==> src/rtl/ah_ci_pkg.sv <==
// ah_ci_pkg: shared FSM state codes and CI bundle widths for ah_ci_master and ah_func_instr-style slaves
// Contents: ST_* state constants, CI_DATA_W operand/result width, CI_CNT_W element-count width
package ah_ci_pkg;
    localparam int CI_DATA_W = 32;
    localparam int CI_CNT_W  = 16;
    localparam logic [2:0] ST_IDLE   = 3'd0;
    localparam logic [2:0] ST_FETCH  = 3'd1;
    localparam logic [2:0] ST_ISSUE  = 3'd2;
    localparam logic [2:0] ST_WAIT   = 3'd3;
    localparam logic [2:0] ST_RESULT = 3'd4;
endpackage

==> src/rtl/ah_ci_if.sv <==
// ah_ci_if: multicycle custom-instruction bundle between one initiator and one CI slave
// Signals: ci_start/ci_clk_en/ci_dataa/ci_datab driven by master; ci_result/ci_done driven by slave
interface ah_ci_if
    import ah_ci_pkg::*;
#(
    parameter int DATA_W = CI_DATA_W
);
    logic              ci_start;
    logic              ci_clk_en;
    logic [DATA_W-1:0] ci_dataa;
    logic [DATA_W-1:0] ci_datab;
    logic [DATA_W-1:0] ci_result;
    logic              ci_done;
    modport master (output ci_start, ci_clk_en, ci_dataa, ci_datab, input ci_result, ci_done);
    modport slave  (input ci_start, ci_clk_en, ci_dataa, ci_datab, output ci_result, ci_done);
endinterface

==> src/rtl/ah_ci_timeout.sv <==
// ah_ci_timeout: loadable down-counter that flags expiry on its last enabled cycle
// Ports: clk, rst_n (async active-low), load/load_val (reload), en (count), expired (final count reached while enabled)
module ah_ci_timeout #(
    parameter int W = 10
) (
    input  logic         clk,
    input  logic         rst_n,
    input  logic         load,
    input  logic         en,
    input  logic [W-1:0] load_val,
    output logic         expired
);
    logic [W-1:0] cnt_q, cnt_d;
    // A load value of zero parks the counter at zero, so it can never expire.
    always_comb cnt_d = load ? load_val : (en && cnt_q != '0) ? cnt_q - W'(1) : cnt_q;
    always_ff @(posedge clk or negedge rst_n)
        if (!rst_n) cnt_q <= '0;
        else        cnt_q <= cnt_d;
    assign expired = en && cnt_q == W'(1);
endmodule

==> src/rtl/ah_ci_master.sv <==
// ah_ci_master: initiator that folds an x stream through a multicycle CI slave, result fed back as datab
// Ports: clk, reset_n (async active-low); cmd_* command in (count, init); x_* operand stream in;
//        ci (ah_ci_if.master) slave bundle; res_* final result out; busy, timeout_err (sticky) status
module ah_ci_master
    import ah_ci_pkg::*;
#(
    parameter int DATA_W  = CI_DATA_W,
    parameter int CNT_W   = CI_CNT_W,
    parameter int TIMEOUT = 1023
) (
    input  logic              clk,
    input  logic              reset_n,
    input  logic              cmd_valid,
    output logic              cmd_ready,
    input  logic [CNT_W-1:0]  cmd_count,
    input  logic [DATA_W-1:0] cmd_init,
    input  logic              x_valid,
    output logic              x_ready,
    input  logic [DATA_W-1:0] x_data,
    ah_ci_if.master           ci,
    output logic              res_valid,
    input  logic              res_ready,
    output logic [DATA_W-1:0] res_data,
    output logic              busy,
    output logic              timeout_err
);
    localparam int TW = (TIMEOUT > 1) ? $clog2(TIMEOUT + 1) : 1;
    logic [2:0]        state_q, state_d;
    logic [DATA_W-1:0] acc_q, acc_d, dataa_q, dataa_d, datab_q, datab_d;
    logic [CNT_W-1:0]  rem_q, rem_d;
    logic              terr_q, terr_d;
    logic              tmo_expired;
    ah_ci_timeout #(.W(TW)) u_tmo (
        .clk      (clk),
        .rst_n    (reset_n),
        .load     (state_q == ST_ISSUE),
        .en       (state_q == ST_WAIT),
        .load_val (TW'(TIMEOUT)),
        .expired  (tmo_expired)
    );
    always_comb begin
        state_d = state_q;
        acc_d   = acc_q;
        rem_d   = rem_q;
        dataa_d = dataa_q;
        datab_d = datab_q;
        terr_d  = terr_q;
        case (state_q)
            ST_IDLE: if (cmd_valid) begin
                acc_d   = cmd_init;
                rem_d   = cmd_count;
                terr_d  = 1'b0;
                state_d = (cmd_count == '0) ? ST_RESULT : ST_FETCH;
            end
            ST_FETCH: if (x_valid) begin
                dataa_d = x_data;
                datab_d = acc_q;
                state_d = ST_ISSUE;
            end
            ST_ISSUE: state_d = ST_WAIT;
            // A done landing on the expiry cycle still counts; acc keeps the last good result on timeout.
            ST_WAIT: if (ci.ci_done) begin
                acc_d   = ci.ci_result;
                rem_d   = rem_q - CNT_W'(1);
                state_d = (rem_q == CNT_W'(1)) ? ST_RESULT : ST_FETCH;
            end else if (tmo_expired) begin
                terr_d  = 1'b1;
                state_d = ST_RESULT;
            end
            ST_RESULT: if (res_ready) state_d = ST_IDLE;
            default: state_d = ST_IDLE;
        endcase
    end
    always_ff @(posedge clk or negedge reset_n)
        if (!reset_n) begin
            state_q <= ST_IDLE;
            acc_q   <= '0;
            rem_q   <= '0;
            dataa_q <= '0;
            datab_q <= '0;
            terr_q  <= 1'b0;
        end else begin
            state_q <= state_d;
            acc_q   <= acc_d;
            rem_q   <= rem_d;
            dataa_q <= dataa_d;
            datab_q <= datab_d;
            terr_q  <= terr_d;
        end
    assign cmd_ready    = state_q == ST_IDLE;
    assign x_ready      = state_q == ST_FETCH;
    assign res_valid    = state_q == ST_RESULT;
    assign busy         = state_q != ST_IDLE;
    assign res_data     = acc_q;
    assign timeout_err  = terr_q;
    assign ci.ci_start  = state_q == ST_ISSUE;
    assign ci.ci_clk_en = 1'b1;
    assign ci.ci_dataa  = dataa_q;
    assign ci.ci_datab  = datab_q;
    // A multicycle slave must never complete in the same cycle it is started.
    a_no_done_in_issue: assert property (@(posedge clk) disable iff (!reset_n) !(state_q == ST_ISSUE && ci.ci_done));
endmodule
==> src/flat_wrapper.sv <==
// flat-port wrapper written by rule: the top's interface ports become plain ports
module ah_ci_master_flat import ah_ci_pkg::*;
#(
    parameter int DATA_W  = CI_DATA_W,
    parameter int CNT_W   = CI_CNT_W,
    parameter int TIMEOUT = 1023
)
  (clk, reset_n, cmd_valid, cmd_ready, cmd_count, cmd_init, x_valid, x_ready, x_data, res_valid, res_ready, res_data, busy, timeout_err, ci_ci_start, ci_ci_clk_en, ci_ci_dataa, ci_ci_datab, ci_ci_result, ci_ci_done);
  ah_ci_if #(.DATA_W(DATA_W)) ci_i ();
  input  logic clk;
  input  logic reset_n;
  input  logic cmd_valid;
  output logic cmd_ready;
  input  logic [CNT_W-1:0] cmd_count;
  input  logic [DATA_W-1:0] cmd_init;
  input  logic x_valid;
  output logic x_ready;
  input  logic [DATA_W-1:0] x_data;
  output logic res_valid;
  input  logic res_ready;
  output logic [DATA_W-1:0] res_data;
  output logic busy;
  output logic timeout_err;
  output wire logic [$bits(ci_i.ci_start)-1:0] ci_ci_start;
  output wire logic [$bits(ci_i.ci_clk_en)-1:0] ci_ci_clk_en;
  output wire logic [$bits(ci_i.ci_dataa)-1:0] ci_ci_dataa;
  output wire logic [$bits(ci_i.ci_datab)-1:0] ci_ci_datab;
  input wire logic [$bits(ci_i.ci_result)-1:0] ci_ci_result;
  input wire logic [$bits(ci_i.ci_done)-1:0] ci_ci_done;
  assign ci_ci_start = ci_i.ci_start;
  assign ci_ci_clk_en = ci_i.ci_clk_en;
  assign ci_ci_dataa = ci_i.ci_dataa;
  assign ci_ci_datab = ci_i.ci_datab;
  assign ci_i.ci_result = ci_ci_result;
  assign ci_i.ci_done = ci_ci_done;
  ah_ci_master #(.DATA_W(DATA_W), .CNT_W(CNT_W), .TIMEOUT(TIMEOUT)) u_core (.clk(clk), .reset_n(reset_n), .cmd_valid(cmd_valid), .cmd_ready(cmd_ready), .cmd_count(cmd_count), .cmd_init(cmd_init), .x_valid(x_valid), .x_ready(x_ready), .x_data(x_data), .ci(ci_i), .res_valid(res_valid), .res_ready(res_ready), .res_data(res_data), .busy(busy), .timeout_err(timeout_err));
endmodule
==> config.mk <==
export PLATFORM = sky130hd
export DESIGN_NAME = ah_ci_master_flat
export DESIGN_NICKNAME = d
export VERILOG_FILES = /design/src/rtl/ah_ci_pkg.sv /design/src/rtl/ah_ci_if.sv /design/src/rtl/ah_ci_timeout.sv /design/src/rtl/ah_ci_master.sv /design/src/flat_wrapper.sv
export SDC_FILE = /design/constraint.sdc
export NUM_CORES = 1
export LEC_CHECK = 0
export CORE_MARGIN = 1.5
export CORE_UTILIZATION = 60
export CTS_BUF_LIST = sky130_fd_sc_hd__clkbuf_8
export DETAILED_ROUTE_END_ITERATION = 8
export DONT_BUFFER_PORTS = 1
export PLACE_DENSITY = 0.73
export SYNTH_ARGS = -nofsm -noshare
export SYNTH_HDL_FRONTEND = slang
export SYNTH_HIERARCHICAL = 1
export SYNTH_SLANG_ARGS = --single-unit
==> constraint.sdc <==
create_clock -name clk -period 3.35 [get_ports clk]
set_input_delay 0.335 -clock clk [delete_from_list [all_inputs] [get_ports clk]]
set_output_delay 0.335 -clock clk [all_outputs]
set_load 0.03 [all_outputs]
Yosys cells after proc, flatten, opt, wreduce, memory -nomap -nowiden:

Cells that the tools add are included.

* output and inout bits: 103
* flip-flop bits (word level): 126
* bits of input ports: 118
* logic and storage cells: 54

* multiplexer cells: 20
* reductions and logical operators: 12
* $add $sub $neg: 2
* equal/unequal tests: 13

Operators by type and width (count)
* 32-bit 2-to-1 mux: 2
* 32-bit case mux with 2 select lines: 1
* 16-bit 2-to-1 mux: 2
* 16-bit case mux with 2 select lines: 1
* 3-bit 2-to-1 mux: 7
* 10-bit 2-to-1 mux: 2
* 16-bit by 1-bit == test with 1-bit output, second input constant: 1
* 16-bit logical NOT: 1
* 16-bit by 1-bit subtractor with 16-bit output, second input constant: 1
* 3-bit case mux with 5 select lines: 1
* 10-bit by 1-bit == test with 1-bit output, second input constant: 1
* 10-bit nonzero test: 1
* 10-bit by 1-bit subtractor with 10-bit output, second input constant: 1
* 2-bit inequality test, second input constant: 4
* 4-bit AND reduction: 2
* 3-bit by 2-bit == test with 1-bit output, second input constant: 2
* 2-bit by 1-bit inequality test with 1-bit output, second input constant: 2
* 2-bit nonzero test: 2
* 3-bit by 1-bit == test with 1-bit output, second input constant: 1
* 3-bit == test, second input constant: 1
* 3-bit logical NOT: 1
* 1-bit 2-to-1 mux: 3
* 3-bit by 2-bit inequality test with 1-bit output, second input constant: 1
* 3-bit AND reduction: 1
* 4 further kinds: 5

Longest topological paths before layout:

Gate-level depths: netlist (run 1).

* depth in word-level cells: 5
* depth in mapped cells: 10
* depth with buffers taken out: 8

Hierarchy:

Netlist (run 1), hierarchy kept.

Modules (own cells, without submodules)
* ah_ci_master: area an instance 5263.8 sq um, sequential area each 2902.8 sq um, instances 1, cells each 482
* ah_ci_timeout: area an instance 671.9 sq um, sequential area each 250.2 sq um, instances 1, cells each 76

Worst setup path before layout (run 1):

No wires, ideal clock.

* kind: reg2reg
* start: register u_core.state_q[0]
* end: register u_core.state_q[2]
* library setup time: 0.087 ns
* cell stages (with the launch flop): 11
* data required time: 3.263 ns
* arrival: 2.445 ns
* period minus slack after synthesis: 2.531 ns
* path buffers: 2
* slack: 0.819 ns
* path through: dfrtp_1 buf_2 nand3b_2 clkinv_1 clkbuf_1 nand3_1 nor4_1 nor3b_1 o21ba_2 or4b_1 o211ai_1

* cells in the longest elaborated chain, start to end: 4
* elaborated cells between the ends (all ways): 12
* classes of those cells: eq/ne (8); mux (1); reduce/logical (3)

Ends and longest elaborated chain
* from (decl): line ah_ci_master.sv:28 `logic [2:0] state_q, state_d;`
* from (signal assigned): line ah_ci_master.sv:83 `state_q <= state_d;`
* 3-bit by 2-bit == test with 1-bit output: line ah_ci_master.sv:37 `.en (state_q == ST_WAIT),`
* 1-bit logical AND: line ah_ci_timeout.sv:19 `assign expired = en && cnt_q == W'(1);`
* named net u_core.tmo_expired: line ah_ci_master.sv:32 `logic tmo_expired;`
* 3-bit by 2-bit inequality test with 1-bit output (no source line)
* 4-bit AND reduction (no source line)

The timed path passes the listed nets, and every way through them passes these cells.
A chain may end at the register's enable or synchronous reset.

Worst setup path in the final report (run 1):

* start: register u_core.state_q[2]
* end: register u_core.u_tmo.cnt_q[6]

* cells in the longest elaborated chain, start to end: 3
* elaborated cells between the ends (all ways): 5
* classes of those cells: eq/ne (2); mux (1); reduce/logical (2)

Ends and longest elaborated chain
* 3-bit by 2-bit == test with 1-bit output: line ah_ci_master.sv:37
* 1-bit logical AND: line ah_ci_timeout.sv:15 `always_comb cnt_d = load ? load_val : (en && cnt_q != '0) ? cnt_q - W'(1) : cnt_q;`
* 2-bit nonzero test (no source line)
* to (signal assigned): line ah_ci_timeout.sv:18 `else cnt_q <= cnt_d;`
* to (decl): line ah_ci_timeout.sv:13 `logic [W-1:0] cnt_q, cnt_d;`

Several ways; a longest one is shown, not always the timed one.

==> metrics.txt, run 1 <==
outcome complete, no violations; CP Capture Type register; Period Utilization, post-route slightly below 80%; detailed-route DRC error count 0; Reg power frac 52.6%; flops & latches, synth 126; global-route wire length before repair 20.62 mm; EDFF count, synth 0; most common cell in the netlist dfrtp_1; HP Class primary input to register; CTS Root Cell clkbuf_8; Pleak 2.624 nW; CP Data Required Time 3.64 ns; die area roughly 10000 um2; initial antenna violation count 0; Post-Place Cells 674; CTS Sinks 126; clk_skew 0.009672 ns; Net Sw Frac 47.69%; vias in the first global route 4068; Die W 102.5 um; largest net degree at the start of global routing 127; DR pass1 iterations 5; largest family of logic cells by synthesized area simple AND/OR/NAND/NOR gates; Seq/Total Area, Yosys 53.12%; highest clock rate 380.3 MHz; min Tclk post-route 2.629 ns; Pwr Total approximately 8 mW; Slew @ Worst Pin 0.7878 ns; Final Util 67.21%; Mapped Area 5936 um2; Netlist cell types 61; Psw 3.811 mW; gr ovfl total 0; Yosys top cell area share between 50% and 60%; final setup vio count 0; Finished Layout Cells 708; postcts setup bufs 0; Max VDD drop roughly 0.7 mV; drt initial violations 267; Synth Area in XOR/XNOR 0.2951%; TritonCTS Buffers 17; Mean Syn Cell Area 10.64 um2; mux cell area share after synthesis a little over an eighth; Setup crit start u_core/state_q[2]; crit path kind register to register; area occupied by registers between 3000 and 4000 um2; DR vias about 4300; vias per cell 6.106; Worst-path clk slew roughly 0.070 ns; Post-CTS Hold Fix Bufs 2; Critical Path End u_core/u_tmo/cnt_q[6]; die height approximately 100 um; Pwr Density 1228 nW/um2; PostCTS Resize Cnt 0; H-tree Lvls 4; WL per Instance 19.09 um; clk buf depth 2; Async S/R FF share, synth 100.0%; clk_lat worst skew 0.43 ns; ranking of synthesized cells by area dfrtp_1 53%, mux2_2 12%, nand2_1 5.1%, a31oi_1 3.6%, nor2_1 3.4%; Comb pwr share 29.4%; DRT Wirelength around 14 mm; RD Place Congestion 0.9066; Ys Warns 6; slowest CP cell dfrtp_1; max-cap viol count 0; reg-to-reg endpoint u_core/u_tmo/cnt_q[6]; Placed Instance Area slightly above 6000 um2; starting density of the core between 60% and 70%; Core Region 9684 um2; critical path peak fanout 57; I/O pin count 221; ratio of cells with drive above 1 in the final layout 20.70%; area of the multi-input gates 2595 um2; ys flop type dfrtp_1; CTS tree built; PortBufs 0; crit path cell chain nand3b_2, clkinv_1, buf_4, nand4bb_1, a2111oi_1, xnor2_1, o21ai_1; Final ANT Viol Nets 0; Antenna Cells 0; post-synthesis compound-gate area fraction between 10% and 20%; RSZ-0062 raised after global routing no; post-route design area around 6500 um2; total track usage 25.69%; Post-DP HPWL roughly 9.3 mm; FF-to-FF Start u_core/state_q[2]; R2R Setup Slk 0.72 ns; P&R area growth vs syn 9.654%; Worst Path Arrival 2.92 ns; Crit path largest cell delay 0.55 ns; HP Start ci_ci_result[17]; gate count of the mapped netlist 558; Rows 36; buffer and inverter count on the worst path 2; Cell Int Power 4.180 mW; clock share of power between 10% and 20%; Fin. Hold Viols 0; leading area contributor after synthesis dfrtp_1; top cell family by delay on the critical path compound AO/OA/AOI/OAI gates; adder-cell area share of the yosys netlist 0.8432%; crit start category register; fin nets 684; setup tns final 0 ns; slew margin rel. a little under half; Fillers 739; Simple-Gate Fraction of Synth Area between 15 and 20%; reg2reg path depth 7; Worst path depth 7; final slew viol count 0; Post-synth top cells 126 x dfrtp_1, 80 x nand2_1, 64 x mux2_2
## cells in the final DEF (no fill, tap or decap), types with 11 or more instances in the layout
cell type  instances
clkbuf_8          18
a31oi_1           34
nand2_1           80
inv_1             12
dfrtp_1          126
mux2_2            64
o21ai_0           16
a21oi_1           17
nor2_1            53
conb_1            11
## registers in the layout (all words and copies together) (netlist names)
register / count
u_core/ci.ci_dataa: 32
u_core/ci.ci_datab: 32
u_core/res_data: 32
u_core/rem_q: 16
u_core/u_tmo/cnt_q: 10
u_core/state_q: 3
u_core/timeout_err: 1
## area by class of cell
class,instances,area share [%]
Multi-Input combinational cell,395,39.87
Inverter,12,0.6920
Timing Repair Buffer,10,1.692
Clock inverter,14,2.941
Tap cell,133,2.557
Clock buffer,18,3.806
Sequential cell,126,48.44
## worst min-delay path by stage
stage,to,slack [ns],depth (start not counted)
finish,u_core/res_data[17],0.05,2
global route,u_core/ci.ci_dataa[13],0.02,1
CTS,u_core/res_data[30],0.03,2
detailed placement,u_core/ci.ci_dataa[31],0.04,0
global placement,u_core/ci.ci_dataa[31],0.04,0
floorplan,u_core/ci.ci_dataa[0],0.04,0
## power groups by stage
stage / logic (mW) / clock network [mW] / registers (mW)
after floorplan: 2.02 / 0 / 3.96
after global placement: 2.22 / 0 / 4.20
after detailed placement: 2.31 / 0 / 4.24
after CTS: 2.35 / 1.46 / 4.21
after global routing: 2.62 / 1.55 / 4.33
final: 2.35 / 1.44 / 4.21
## layer usage
| metal | GRT usage, % | share of wire (%) | vias to the layer above |
|---|---|---|---|
| met5 | 0 | 0 | - |
| li1 | - | - | 1994 |
| met1 | 31.15 | 39 | 2127 |
| met4 | 8.641 | 1.2 | 0 |
| met3 | 10.26 | 10 | 15 |
| met2 | 41.98 | 50 | 187 |
## kinds of logic (layout without fill, tap and decap cells)
kind of cell | after synthesis | in the layout
buffers and inverters | 47 | 54
adders and majority gates | 4 | 4
xor gates and xnor gates | 2 | 2
AOI/OAI and AO/OA | 109 | 109
DFF | 126 | 126
other | 1 | 11
and+or+nand+nor | 200 | 200
muxes | 69 | 69
## metrics by stage
| step | hold WS [ns] | setup WS [ns] |
|---|---|---|
| finish | 0.04872 | 0.7208 |
| global route | 0.01939 | 0.5167 |
| CTS | 0.02741 | 0.7175 |
| detailed placement | 0.04195 | 0.7293 |
| global placement | 0.04191 | 0.8455 |
| floorplan | 0.03941 | 0.8186 |
Power figures use the tool's default switching activity.
==> run 2, diff against run 1 <==
clock period = 2.7 ns   (was 3.35 ns; I/O delays follow)
==> metrics.txt, run 2 (same netlist as run 1, synthesis figures left out) <==
commonest non-fill, non-tap cell in the layout dfrtp_1 (unchanged); Fin. Hold Viols 126 (was 0); I/O pin count 221 (unchanged); vias per cell 6.139 (was 6.106); final setup vio count 0 (unchanged); Pleak 3.052 nW (was 2.624 nW); Post-Place Cells 684 (was 674); Die W 102.5 um (unchanged); Fillers 584 (was 739); drt initial violations 275 (was 267); DRT Wirelength 16.85 mm (was 13.52 mm); die height 102.5 um (unchanged); Crit path largest cell delay 0.63 ns (was 0.55 ns); Slew @ Worst Pin 0.6932 ns (was 0.7878 ns); Worst Path Arrival 2.92 ns (about the same); clk buf depth 2 (unchanged); slew margin rel. 53.79% (was 47.00%); CTS tree built (unchanged); vias in the first global route 4914 (was 4068); Rows 36 (unchanged); clk_lat worst skew 0.43 ns (about the same); Final Util 77.97% (was 67.21%); slowest CP cell dlygate4sd3_1 (was dfrtp_1); crit start category register (unchanged); die area 10500 um2 (unchanged); ratio of cells with drive above 1 in the final layout 18.97% (was 20.70%); fin nets 789 (was 684); H-tree Lvls 4 (unchanged); Max VDD drop 0.9405 mV (was 0.6834 mV); Pwr Density 1450 nW/um2 (was 1228 nW/um2); PortBufs 0 (unchanged); CTS Sinks 126 (unchanged); Worst-path clk slew 0.09 ns (was 0.07 ns); post-route design area 7551 um2 (was 6509 um2); global-route wire length before repair 24.79 mm (was 20.62 mm); WL per Instance 20.73 um (was 19.09 um); Antenna Cells 0 (unchanged); DR vias 4991 (was 4323); RD Place Congestion 0.8393 (was 0.9066); outcome complete, but fails checks (was complete, no violations); highest clock rate 390.6 MHz (was 380.3 MHz); most frequent cells in the layout 126 x dfrtp_1, 97 x dlygate4sd3_1, 80 x nand2_1 (was 126 x dfrtp_1, 80 x nand2_1, 64 x mux2_2); DR pass1 iterations 5 (unchanged); Post-DP HPWL 9.708 mm (was 9.328 mm); gr ovfl total 0 (unchanged); Final ANT Viol Nets 0 (unchanged); Finished Layout Cells 813 (was 708); CTS Root Cell clkbuf_8 (unchanged); TritonCTS Buffers 17 (unchanged); starting density of the core 61.29% (unchanged); Core Region 9684 um2 (unchanged); final hold slack -0.4844 ns (was 0.04872 ns); setup tns final 0 ns (unchanged); P&R area growth vs syn 27.21% (was 9.654%); total track usage 31.30% (was 25.69%); buffer and inverter count on the worst path 2 (unchanged); min Tclk post-route 2.560 ns (was 2.629 ns); crit path cell chain or3b_1, a21oi_4, buf_4, nor2_1, a31oi_1, dlygate4sd3_1 (was nand3b_2, clkinv_1, buf_4, nand4bb_1, a2111oi_1, xnor2_1, o21ai_1); largest net degree at the start of global routing 127 (unchanged); Placed Instance Area 6120 um2 (was 6032 um2); violated checks negative hold slack; detailed-route DRC error count 0 (unchanged); HP Class primary input to asynchronous set/reset pin (was primary input to register); top cell family by delay on the critical path buffers and inverters (was compound AO/OA/AOI/OAI gates); critical path peak fanout 30 (was 57); Post-CTS Hold Fix Bufs 97 (was 2); Period Utilization, post-route 94.83% (was 78.48%); max-cap viol count 0 (unchanged); final slew viol count 0 (unchanged); clk_skew 0.01240 ns (was 0.009672 ns); RSZ-0062 raised after global routing no (unchanged); initial antenna violation count 0 (unchanged); CP Capture Type register (unchanged); crit path kind register to register (unchanged); CP Data Required Time 3.06 ns (was 3.64 ns)
-- run 2: cell types whose count changed in the layout (fill, tap and decap cells not counted), sizes merged --
cell	delta
dlygate4sd3	+96
buf	+9
clkinv	-3
clkbuf	+2
clkinvlp	+1
-- run 2: final timing paths --
| check | from | end | slack [ns] | cells after the start |
|---|---|---|---|---|
| worst max-delay path | u_core/state_q[0] | u_core/res_data[22] | 0.14 | 6 |
| worst min-delay path | reset_n | u_core/ci.ci_dataa[30] | -0.48 | 0 |
| worst max register to register | u_core/state_q[0] | u_core/res_data[22] | 0.14 | 6 |
| worst min register to register | u_core/state_q[2] | u_core/state_q[1] | 0.52 | 1 |
| max in group asynchronous | reset_n | u_core/u_tmo/cnt_q[5] | 2.97 | 0 |
| min in group clk | cmd_init[2] | u_core/res_data[2] | 0.02 | 2 |
-- run 2: timing repair --
| action | in CTS | in global routing |
|---|---|---|
| resized for setup | 0 | 1 |
| endpoints found under the hold margin | 192 | 126 |
| endpoints found under the setup margin | 0 | 1 |
| setup buffers | 0 | 0 |
-- run 2: through the flow --
step	setup WS (ns)	power [mW]	hold WS, ns
6_report	0.1395	10.95	-0.4844
5_1_grt	0.06570	11.47	-0.5080
4_1_cts	0.2516	10.69	-0.4941
3_5_place_dp	0.3381	8.270	-0.02276
3_3_place_gp	0.3951	8.090	-0.02312
2_1_floorplan	0.1686	7.416	-0.02559
-- run 2: worst register-to-register path: stages (launching register included) --
cell,delay [ns]
dfrtp_1,0.54
or3b_1,0.50
a21oi_4,0.20
buf_4,0.35
nor2_1,0.11
a31oi_1,0.15
dlygate4sd3_1,0.63
-- run 2: area by class of cell --
cell class | count | area [um2] | area share (%)
clock buffer | 20 | 275.3 | 3.645
clock inverter | 12 | 181.4 | 2.403
inverter | 12 | 45.04 | 0.5965
multi-input combinational | 395 | 2595 | 34.37
sequential | 126 | 3153 | 41.76
tap | 133 | 166.4 | 2.204
timing repair buffer | 115 | 1135 | 15.03
-- run 2: layer usage --
metal  track usage (%)  vias to the layer above  wire length (um)
li1                  -                     2204                 -
met1             36.59                     2464              6358
met2             51.45                      272              8464
met3             9.439                       51              1468
met4             17.81                        0               562
met5                 0                        -                 0
-- run 2: power breakdown --
| group | internal [mW] | total [mW] | switching (mW) | leakage, nW |
|---|---|---|---|---|
| Clock | 1.09 | 1.87 | 0.780 | 0.218 |
| Combinational | 1.91 | 3.81 | 1.90 | 1.39 |
| Sequential | 2.82 | 5.28 | 2.45 | 1.45 |
==> run 3, diff against run 2 <==
CAP_MARGIN = 20   (was not set)
==> results of run 3 <==
The final DEF is identical to that of run 2; final timing and power are the same.
